$ cat src/rtl/dds_pkg.sv
// Shared definitions for the DDS tone generator and its sweep sequencer.
package dds_pkg;

  localparam int DDS_PW = 32;
  localparam int DDS_CW = 16;

  typedef enum logic [1:0] {
    ST_IDLE  = 2'd0,
    ST_LOAD  = 2'd1,
    ST_SWEEP = 2'd2,
    ST_LAST  = 2'd3
  } sweep_state_e;

  typedef struct packed {
    logic [DDS_PW-1:0] f_start;
    logic [DDS_PW-1:0] f_stop;
    logic [DDS_PW-1:0] f_step;
    logic [DDS_CW-1:0] dwell;
    logic [DDS_PW-1:0] phase;
    logic              repeat_en;
  } dds_sweep_cfg_t;

endpackage

$ cat src/rtl/dds_dwell_timer.sv
// Loadable dwell down-counter; a dwell of zero behaves as one cycle.
module dds_dwell_timer
  import dds_pkg::*;
#(
  parameter int CW = DDS_CW
) (
  input  logic          clk,
  input  logic          rst,
  input  logic          load,
  input  logic [CW-1:0] dwell,
  input  logic          tick,
  output logic          last
);

  logic [CW-1:0] cnt_q;
  logic [CW-1:0] cnt_d;

  always_comb begin
    cnt_d = cnt_q;
    if (load) begin
      cnt_d = (dwell == '0) ? CW'(1) : dwell;
    end else if (tick && (cnt_q > CW'(1))) begin
      cnt_d = cnt_q - CW'(1);
    end else begin
      cnt_d = cnt_q;
    end
  end

  always_ff @(posedge clk) begin
    if (rst) begin
      cnt_q <= '0;
    end else begin
      cnt_q <= cnt_d;
    end
  end

  assign last = (cnt_q == CW'(1));

endmodule

$ cat src/rtl/dds_sweep_ctrl.sv
// Stepped linear frequency-sweep sequencer driving the control inputs of one DDS.
module dds_sweep_ctrl
  import dds_pkg::*;
#(
  parameter int PW = DDS_PW,
  parameter int CW = DDS_CW
) (
  input  logic          clk,
  input  logic          rst,
  input  logic          cfg_valid,
  output logic          cfg_ready,
  input  logic [PW-1:0] cfg_f_start,
  input  logic [PW-1:0] cfg_f_stop,
  input  logic [PW-1:0] cfg_f_step,
  input  logic [CW-1:0] cfg_dwell,
  input  logic [PW-1:0] cfg_phase,
  input  logic          cfg_repeat,
  input  logic          start,
  input  logic          abort,
  output logic          busy,
  output logic          done,
  output logic          dds_en,
  output logic          dds_clr,
  output logic [PW-1:0] dds_freq,
  output logic [PW-1:0] dds_phase
);

  sweep_state_e   state_q, state_d;
  dds_sweep_cfg_t cfg_q, cfg_d;
  logic           loaded_q, loaded_d;
  logic           cfg_ready_q, cfg_ready_d;
  logic           busy_q, busy_d;
  logic           done_q, done_d;
  logic           en_q, en_d;
  logic           clr_q, clr_d;
  logic [PW-1:0]  freq_q, freq_d;
  logic [PW-1:0]  phase_q, phase_d;

  logic           cfg_hs;
  logic [PW:0]    f_next;
  logic           tmr_load, tmr_tick, tmr_last;

  dds_dwell_timer #(.CW(CW)) u_timer (
    .clk   (clk),
    .rst   (rst),
    .load  (tmr_load),
    .dwell (cfg_q.dwell),
    .tick  (tmr_tick),
    .last  (tmr_last)
  );

  // The extra top bit catches a carry out so the final word clamps instead of wrapping.
  assign f_next = {1'b0, freq_q} + {1'b0, cfg_q.f_step};
  assign cfg_hs = cfg_ready_q && cfg_valid;

  always_comb begin
    state_d  = state_q;
    cfg_d    = cfg_q;
    loaded_d = loaded_q;
    freq_d   = freq_q;
    en_d     = 1'b0;
    clr_d    = 1'b0;
    done_d   = 1'b0;
    tmr_load = 1'b0;
    tmr_tick = 1'b0;

    if (cfg_hs) begin
      cfg_d.f_start   = cfg_f_start;
      cfg_d.f_stop    = cfg_f_stop;
      cfg_d.f_step    = cfg_f_step;
      cfg_d.dwell     = cfg_dwell;
      cfg_d.phase     = cfg_phase;
      cfg_d.repeat_en = cfg_repeat;
      loaded_d        = 1'b1;
    end else begin
      cfg_d = cfg_q;
    end

    if (abort) begin
      state_d = ST_IDLE;
    end else begin
      case (state_q)
        ST_IDLE: begin
          if (start && loaded_d) begin
            state_d = ST_LOAD;
            clr_d   = 1'b1;
            freq_d  = cfg_d.f_start;
          end else begin
            state_d = ST_IDLE;
          end
        end
        ST_LOAD: begin
          tmr_load = 1'b1;
          en_d     = 1'b1;
          if (cfg_q.f_start >= cfg_q.f_stop) begin
            state_d = ST_LAST;
            freq_d  = cfg_q.f_stop;
          end else begin
            state_d = ST_SWEEP;
          end
        end
        ST_SWEEP: begin
          en_d = 1'b1;
          if (tmr_last) begin
            tmr_load = 1'b1;
            if (f_next >= {1'b0, cfg_q.f_stop}) begin
              state_d = ST_LAST;
              freq_d  = cfg_q.f_stop;
            end else begin
              freq_d  = f_next[PW-1:0];
            end
          end else begin
            tmr_tick = 1'b1;
          end
        end
        ST_LAST: begin
          if (tmr_last) begin
            done_d = 1'b1;
            if (cfg_q.repeat_en) begin
              state_d = ST_LOAD;
              clr_d   = 1'b1;
              freq_d  = cfg_q.f_start;
            end else begin
              state_d = ST_IDLE;
            end
          end else begin
            en_d     = 1'b1;
            tmr_tick = 1'b1;
          end
        end
        default: begin
          state_d = ST_IDLE;
        end
      endcase
    end

    busy_d      = (state_d != ST_IDLE);
    cfg_ready_d = (state_d == ST_IDLE);
    phase_d     = cfg_d.phase;
  end

  always_ff @(posedge clk) begin
    if (rst) begin
      state_q     <= ST_IDLE;
      cfg_q       <= '0;
      loaded_q    <= 1'b0;
      cfg_ready_q <= 1'b1;
      busy_q      <= 1'b0;
      done_q      <= 1'b0;
      en_q        <= 1'b0;
      clr_q       <= 1'b0;
      freq_q      <= '0;
      phase_q     <= '0;
    end else begin
      state_q     <= state_d;
      cfg_q       <= cfg_d;
      loaded_q    <= loaded_d;
      cfg_ready_q <= cfg_ready_d;
      busy_q      <= busy_d;
      done_q      <= done_d;
      en_q        <= en_d;
      clr_q       <= clr_d;
      freq_q      <= freq_d;
      phase_q     <= phase_d;
    end
  end

  assign cfg_ready = cfg_ready_q;
  assign busy      = busy_q;
  assign done      = done_q;
  assign dds_en    = en_q;
  assign dds_clr   = clr_q;
  assign dds_freq  = freq_q;
  assign dds_phase = phase_q;

endmodule

$ cat config.mk
export PLATFORM = sky130hd
export DESIGN_NAME = dds_sweep_ctrl
export DESIGN_NICKNAME = d
export VERILOG_FILES = /design/src/rtl/dds_pkg.sv /design/src/rtl/dds_dwell_timer.sv /design/src/rtl/dds_sweep_ctrl.sv
export SDC_FILE = /design/constraint.sdc
export NUM_CORES = 1
export LEC_CHECK = 0
export BUFFER_PORTS_ARGS = -buffer_cell sky130_fd_sc_hd__buf_2
export CORE_ASPECT_RATIO = 0.7
export CORE_MARGIN = 8
export CORE_UTILIZATION = 45
export CTS_CLUSTER_DIAMETER = 150
export DETAILED_ROUTE_END_ITERATION = 6
export PLACE_DENSITY = 0.75
export SLEW_MARGIN = 10
export SYNTH_ARGS = -nofsm -noshare
export SYNTH_HDL_FRONTEND = slang
export SYNTH_SLANG_ARGS = --single-unit
$ cat constraint.sdc
create_clock -name clk -period 5.92 [get_ports clk]
set_input_delay 0.592 -clock clk [delete_from_list [all_inputs] [get_ports clk]]
set_output_delay 0.592 -clock clk [all_outputs]
set_load 0.05 [all_outputs]
* Word level (Yosys, flattened, before mapping)
Cells that the tools add are included.
** Operators by class
- $add $sub $neg :: 2
- Multipliers :: 0
- Div/mod/pow operators :: 0
- Magnitude comparators :: 3
- Equality and inequality tests :: 9
- Shifts and indexed selects :: 0
- Mux-type cells :: 31
- Bitwise logic cells :: 2
- Reductions and logical operators :: 13
** Operators with widths (count)
- 32-bit 2-to-1 mux :: 6
- 145-bit 2-to-1 mux :: 1
- 32-bit one-hot mux with 4 select lines :: 1
- 16-bit 2-to-1 mux :: 3
- 32-bit by 32-bit adder with 33-bit output :: 1
- 33-bit by 32-bit >= comparator with 1-bit output :: 1
- 32-bit >= comparator :: 1
- 16-bit by 1-bit == test with 1-bit output (second input constant) :: 1
- 16-bit by 1-bit > comparator with 1-bit output (second input constant) :: 1
- 16-bit logical NOT :: 1
- 16-bit by 1-bit subtractor with 16-bit output (second input constant) :: 1
- 1-bit 2-to-1 mux :: 12
- 2-bit inequality test (second input constant) :: 5
- 2-bit 2-to-1 mux :: 4
- 2-bit one-hot mux with 4 select lines :: 1
- 1-bit one-hot mux with 2 select lines :: 3
- 6-bit AND reduction :: 1
- 2-bit OR reduction :: 3
- 2-bit == test (second input constant) :: 2
- 2-bit logical NOT :: 2
- 2-bit nonzero test :: 2
- 1-bit logical AND :: 3
- 3-bit OR reduction :: 1
- 2-bit by 1-bit == test with 1-bit output (second input constant) :: 1
- 1-bit NOT :: 2
** Storage, ports and cells
- Register bits :: 201
- Bits in latches :: 0
- Bits in writable memories :: 0
- Memory bits (read-only) :: 0
- Input bits :: 150
- Output and inout bits :: 69
- Word-level logic and storage cells :: 75
- Memories :: 0

* Depth between registers and ports, before layout
- Depth after elaboration :: 7
- Depth in mapped cells :: 20
- Mapped depth without buffers :: 18

* Modules after synthesis
A second synthesis with hierarchy kept.
** Second synthesis, totals
- Cell total of the unflattened synthesis :: 1556
- Area total of the unflattened synthesis :: 12169.2 um^2
** Modules (own cells, without submodules)
- dds_sweep_ctrl :: instances 1, cells each 1422, area an instance 11100.6 um^2
- dds_dwell_timer :: instances 1, cells each 134, area an instance 1068.5 um^2

* Least setup slack after synthesis
No wires, ideal clock.
- Path type :: reg-to-reg
- Start point :: register freq_q[0], in the netlist dds_freq[0]
- End point :: register freq_q[30], in the netlist dds_freq[30]
- Library setup time :: 117 ps
- Arrival :: 4512 ps
- Slack :: 1291 ps
- Stages on the path, launching flop included :: 18
- Buffers on the path :: 1
- Clock period less this slack :: 4629 ps
- Path through :: dfxtp_1 -> ha_1 -> fa_1 -> a211oi_1 -> o211ai_1 -> a31o_2 -> a21o_1 -> a211oi_1 -> nor2_1 -> ha_1 -> and4_1 -> a221oi_1 -> a21boi_0 -> and2_1 -> buf_2 -> o31a_1 -> a221o_1 -> a32o_1
** Between the ends
- Word-level cells in the longest chain between the ends :: 5
** Ends and longest elaborated chain
- start: declaration :: line dds_sweep_ctrl.sv:36 : logic [PW-1:0] freq_q, freq_d;
- start signal: assignment :: line dds_sweep_ctrl.sv:163 : freq_q <= freq_d;
- 32-bit by 32-bit adder with 33-bit output (*) :: line dds_sweep_ctrl.sv:53 : assign f_next = {1'b0, freq_q} + {1'b0, cfg_q.f_step};
- 33-bit by 32-bit >= comparator with 1-bit output :: line dds_sweep_ctrl.sv:106 : if (f_next >= {1'b0, cfg_q.f_stop}) begin
- 32-bit 2-to-1 mux (*) :: line dds_sweep_ctrl.sv:106
- 32-bit 2-to-1 mux (*) :: line dds_sweep_ctrl.sv:104 : if (tmr_last) begin
- 32-bit one-hot mux with 4 select lines (*) :: line dds_sweep_ctrl.sv:82 : case (state_q)
Mark *: on every way between the ends. The rest lies on a longest branch, timed or not. The select of a mux whose other input is x is not followed.
A chain may end at the register's enable or synchronous reset.

* Worst setup path in the final report
- Start point :: register freq_q[0], in the netlist dds_freq[0]
- End point :: register freq_q[26], in the netlist dds_freq[26]
Same word-level chain as after synthesis.

==> results by group <==
Die
  – # IOs: between 200 and 250
  – Die H: approximately 150 um
  – Initial Util: between 40 and 50%
  – Die area: roughly 32000 sq um
  – FP Rows: 49
  – Die Wd: approximately 210 um
  – Core Area: between 20000 and 30000 sq um

Worst hold path
  – Worst Hold Path Cells: 3
  – Hold Path Origin: cfg_f_stop[12]
  – WHS Endpoint: cfg_q[93]$_SDFFE_PP0P_
  – Worst hold path class: in -> reg

Route
  – Vias: roughly 11000
  – Vias per cell: between 5 and 6
  – DR iter-0 viols: around 1100
  – Final wirelength: ~37000 um
  – DRC violations left: 0
  – Pre-antenna DRT Iters: 5
  – DR WL/cell: about 19 um
  – Antenna Nets Post-Route: 0

Synthesis
  – Yosys warnings: 0
  – Synth cell types: 67
  – Syn Area/Cell: around 7.9 sq um
  – Post-synth top flop: dfxtp_1
  – Synthesized instance count: about 1500
  – Flops & latches, synth: ~200
  – Share of Yosys cell area claimed by the top area cell type: 34.2%
  – EDFF count, synth: 0
  – Mapped Area: 11800 sq um
  – Largest cells by area after synthesis: dfxtp_1 34%, nand2_1 11%, ha_1 11%
  – Post-synth top area cell: dfxtp_1
  – Sequential fraction of the synthesis area: between 30% and 40%
  – Synth top cells by count: 350 x nand2_1, 201 x dfxtp_1, 187 x a21oi_1
  – Most frequent cell after synthesis: nand2_1
  – Asr flop ratio synth: 0%
  – Syn Nets: between 1500 and 2000

Timing
  – Final Setup Violations: 0
  – Final worst-path cycle share: between 90% and 100%
  – Final Max Slew Viols: 0
  – Setup TNS: 0 ns
  – Final worst slack: 0.489 ns
  – Max-slew headroom: around a fifth
  – Slew @ Worst Pin: about 1.2 ns
  – Hold Vio Cnt, Final: 0
  – Fin crit period: roughly 5.4 ns
  – Max Fclk: 0.184 GHz
  – RSZ-0062 raised after global routing: false
  – Clock Skews: 0.0277 ns

Global route
  – First-pass GRT wire length: roughly 59000 um
  – Overall Global Routing Usage: 22.7%
  – Pin count of the biggest net entering global routing: ~110
  – Vias in the first global route: between 10000 and 15000
  – Gr ovfl total: 0
  – Number of antenna violations at the first check in global routing: 1

Critical path
  – Crit Path Class: reg -> reg
  – Critical Path End Type: flop
  – CP Max Fanout: 10
  – Critical R2R Launch: dds_freq[0]$_SDFFE_PP0P_
  – Reg2reg path depth: 18
  – Flop2flop setup slack: 0.49 ns
  – CP Cell Sequence: ha_1 > fa_1 > a211oi_1 > o211ai_1 > a31o_2 > a21o_1 > a21oi_1 > xnor2_1 > ha_1 > a21oi_1 > o21ai_0 > a221oi_1 > a21boi_0 > a21o_1 > nor2_1 > buf_4 > a221oi_1 > o221ai_1
  – Slowest cell on crit path: nor2_1
  – Worst Path Required: approximately 6.4 ns
  – Slowest stage delay, CP: a little under 0.8 ns
  – RR Endpoint: dds_freq[26]$_SDFFE_PP0P_
  – Worst Path Arrival: about 5.9 ns
  – Crit path launch type: flop

Clocking
  – H-tree depth: 1
  – Num CTS Buffers: 22
  – # clock sinks: about 200
  – CTS tree: yes
  – Clock Tree Buf Depth: 3
  – Clock latency on the worst-skew pair: approximately 0.53 ns
  – Post-CTS Hold Fix Bufs: 0
  – Root Buffer: clkbuf_16
  – CTS resizes: 0
  – Worst-path clk slew: roughly 0.07 ns
  – # Post-CTS Setup Buffers: 0

Final layout
  – Area Growth Syn to Fin: 15.2%
  – Layout cells sized above 1: between 15 and 20%
  – NumNets Final: around 1900

Placement
  – GP Congestion: between 0.9 and 1
  – Setup WS pre-CTS: around 0.60 ns
  – # port buffers: 218
  – DP HPWL: between 20000 and 30000 um

Pwr
  – Pwr/cell area: around 280 nW/um^2
  – Leak: a little over 0.006 uW
  – VDD IR max: ~210 uV

Outcome
  – Outcome: finished clean

Job
  – Max-Cap Viols: 0
[sequential cells by signal, summed over array words and instances (netlist names)]
signal and cells:
dds_clr 1, state_q 2, loaded_q 1, busy 1
dds_freq 32, u_timer.cnt_q 16, dds_phase 32, done 1
dds_en 1, cfg_ready 1, cfg_q 113
[layer usage]
metal	share of wire (%)	GRT usage (%)
met3	9.2	6.49
met1	48	32.6
met2	41	32.8
met4	1.9	5.34
met5	0.032	0
[worst max-delay path by stage]
stage | start | to | slack, ns | depth (start not counted)
3_3_place_gp | dds_freq[0]$_SDFFE_PP0P_ | dds_freq[29]$_SDFFE_PP0P_ | 0.71 | 19
3_5_place_dp | dds_freq[0]$_SDFFE_PP0P_ | dds_freq[27]$_SDFFE_PP0P_ | 0.60 | 18
2_1_floorplan | dds_freq[0]$_SDFFE_PP0P_ | dds_freq[30]$_SDFFE_PP0P_ | 1.29 | 17
5_1_grt | dds_freq[0]$_SDFFE_PP0P_ | dds_freq[29]$_SDFFE_PP0P_ | 0.23 | 19
6_report | dds_freq[0]$_SDFFE_PP0P_ | dds_freq[26]$_SDFFE_PP0P_ | 0.49 | 18
4_1_cts | dds_freq[0]$_SDFFE_PP0P_ | dds_freq[27]$_SDFFE_PP0P_ | 0.56 | 19
[cells by family after synthesis]
logic type	after synthesis	synth area share [%]
AND/OR/NAND/NOR	539	19.7
AO/OA/AOI/OAI	414	22.6
flip-flops	201	34.2
buffers and inverters	169	6.72
adder cells (fa/ha/maj)	104	11.1
XOR/XNOR	39	2.90
multiplexers	33	2.81
[placed cells by master, fill, tap and decap left out, types with 6 or more instances in the layout]
| master | count |
|---|---|
| xnor2_1 | 25 |
| a221o_1 | 9 |
| a32oi_1 | 18 |
| o211ai_1 | 22 |
| nand2_1 | 349 |
| o21a_1 | 6 |
| and2_1 | 10 |
| clkbuf_16 | 22 |
| nor4b_1 | 6 |
| a221oi_1 | 16 |
| mux2i_1 | 33 |
| inv_1 | 51 |
| a211oi_1 | 26 |
| clkinv_2 | 7 |
| o21ai_1 | 14 |
| nand4_1 | 19 |
| nor4_1 | 10 |
| ha_1 | 102 |
| xor2_1 | 14 |
| buf_4 | 15 |
| dfxtp_1 | 201 |
| and4_1 | 6 |
| nor3_1 | 13 |
| a31oi_1 | 7 |
| buf_2 | 217 |
| o21ai_0 | 27 |
| nor2_1 | 84 |
| o31ai_1 | 13 |
| a21oi_1 | 187 |
| a21o_1 | 26 |
| nand3_1 | 9 |
[final cells by class]
| class | count | area (sq um) |
|---|---|---|
| inverters | 51 | 191 |
| diodes | 1 | 2.50 |
| fillers | 2435 | 12100 |
| clock inverters | 12 | 135 |
| repair buffers | 232 | 1200 |
| flip-flops and latches | 201 | 4020 |
| well taps | 331 | 414 |
| multi-input cells | 1129 | 6970 |
| clock buffers | 28 | 623 |
[critical path: cells and delay by family (launching register included)]
kind	cells	cell delay, ns
compound gates	12	2.71
fa+ha+maj	3	0.98
simple gates	1	0.78
buf+inv	1	0.28
xor+xnor	1	0.23
flops	1	0.32
[stage by stage]
step	utilization [%]	area, sq um	instances	total power (uW)	hold WS (ns)
floorplan	-	11800	1499	2140	0.435
global placement	49.8	12800	1944	2370	0.439
detailed placement	49.8	12800	1944	2390	0.443
CTS	52.8	13600	1984	3820	0.275
global route	52.8	13600	1984	3990	0.279
finish	52.8	13600	1985	3800	0.290
[report_power, final]
| part | switching [uW] | total [uW] | internal [uW] |
|---|---|---|---|
| Combinational | 569 | 867 | 298 |
| Sequential | 68.5 | 1500 | 1440 |
| Clock | 594 | 1430 | 838 |
(Power assumes the default switching activity.)
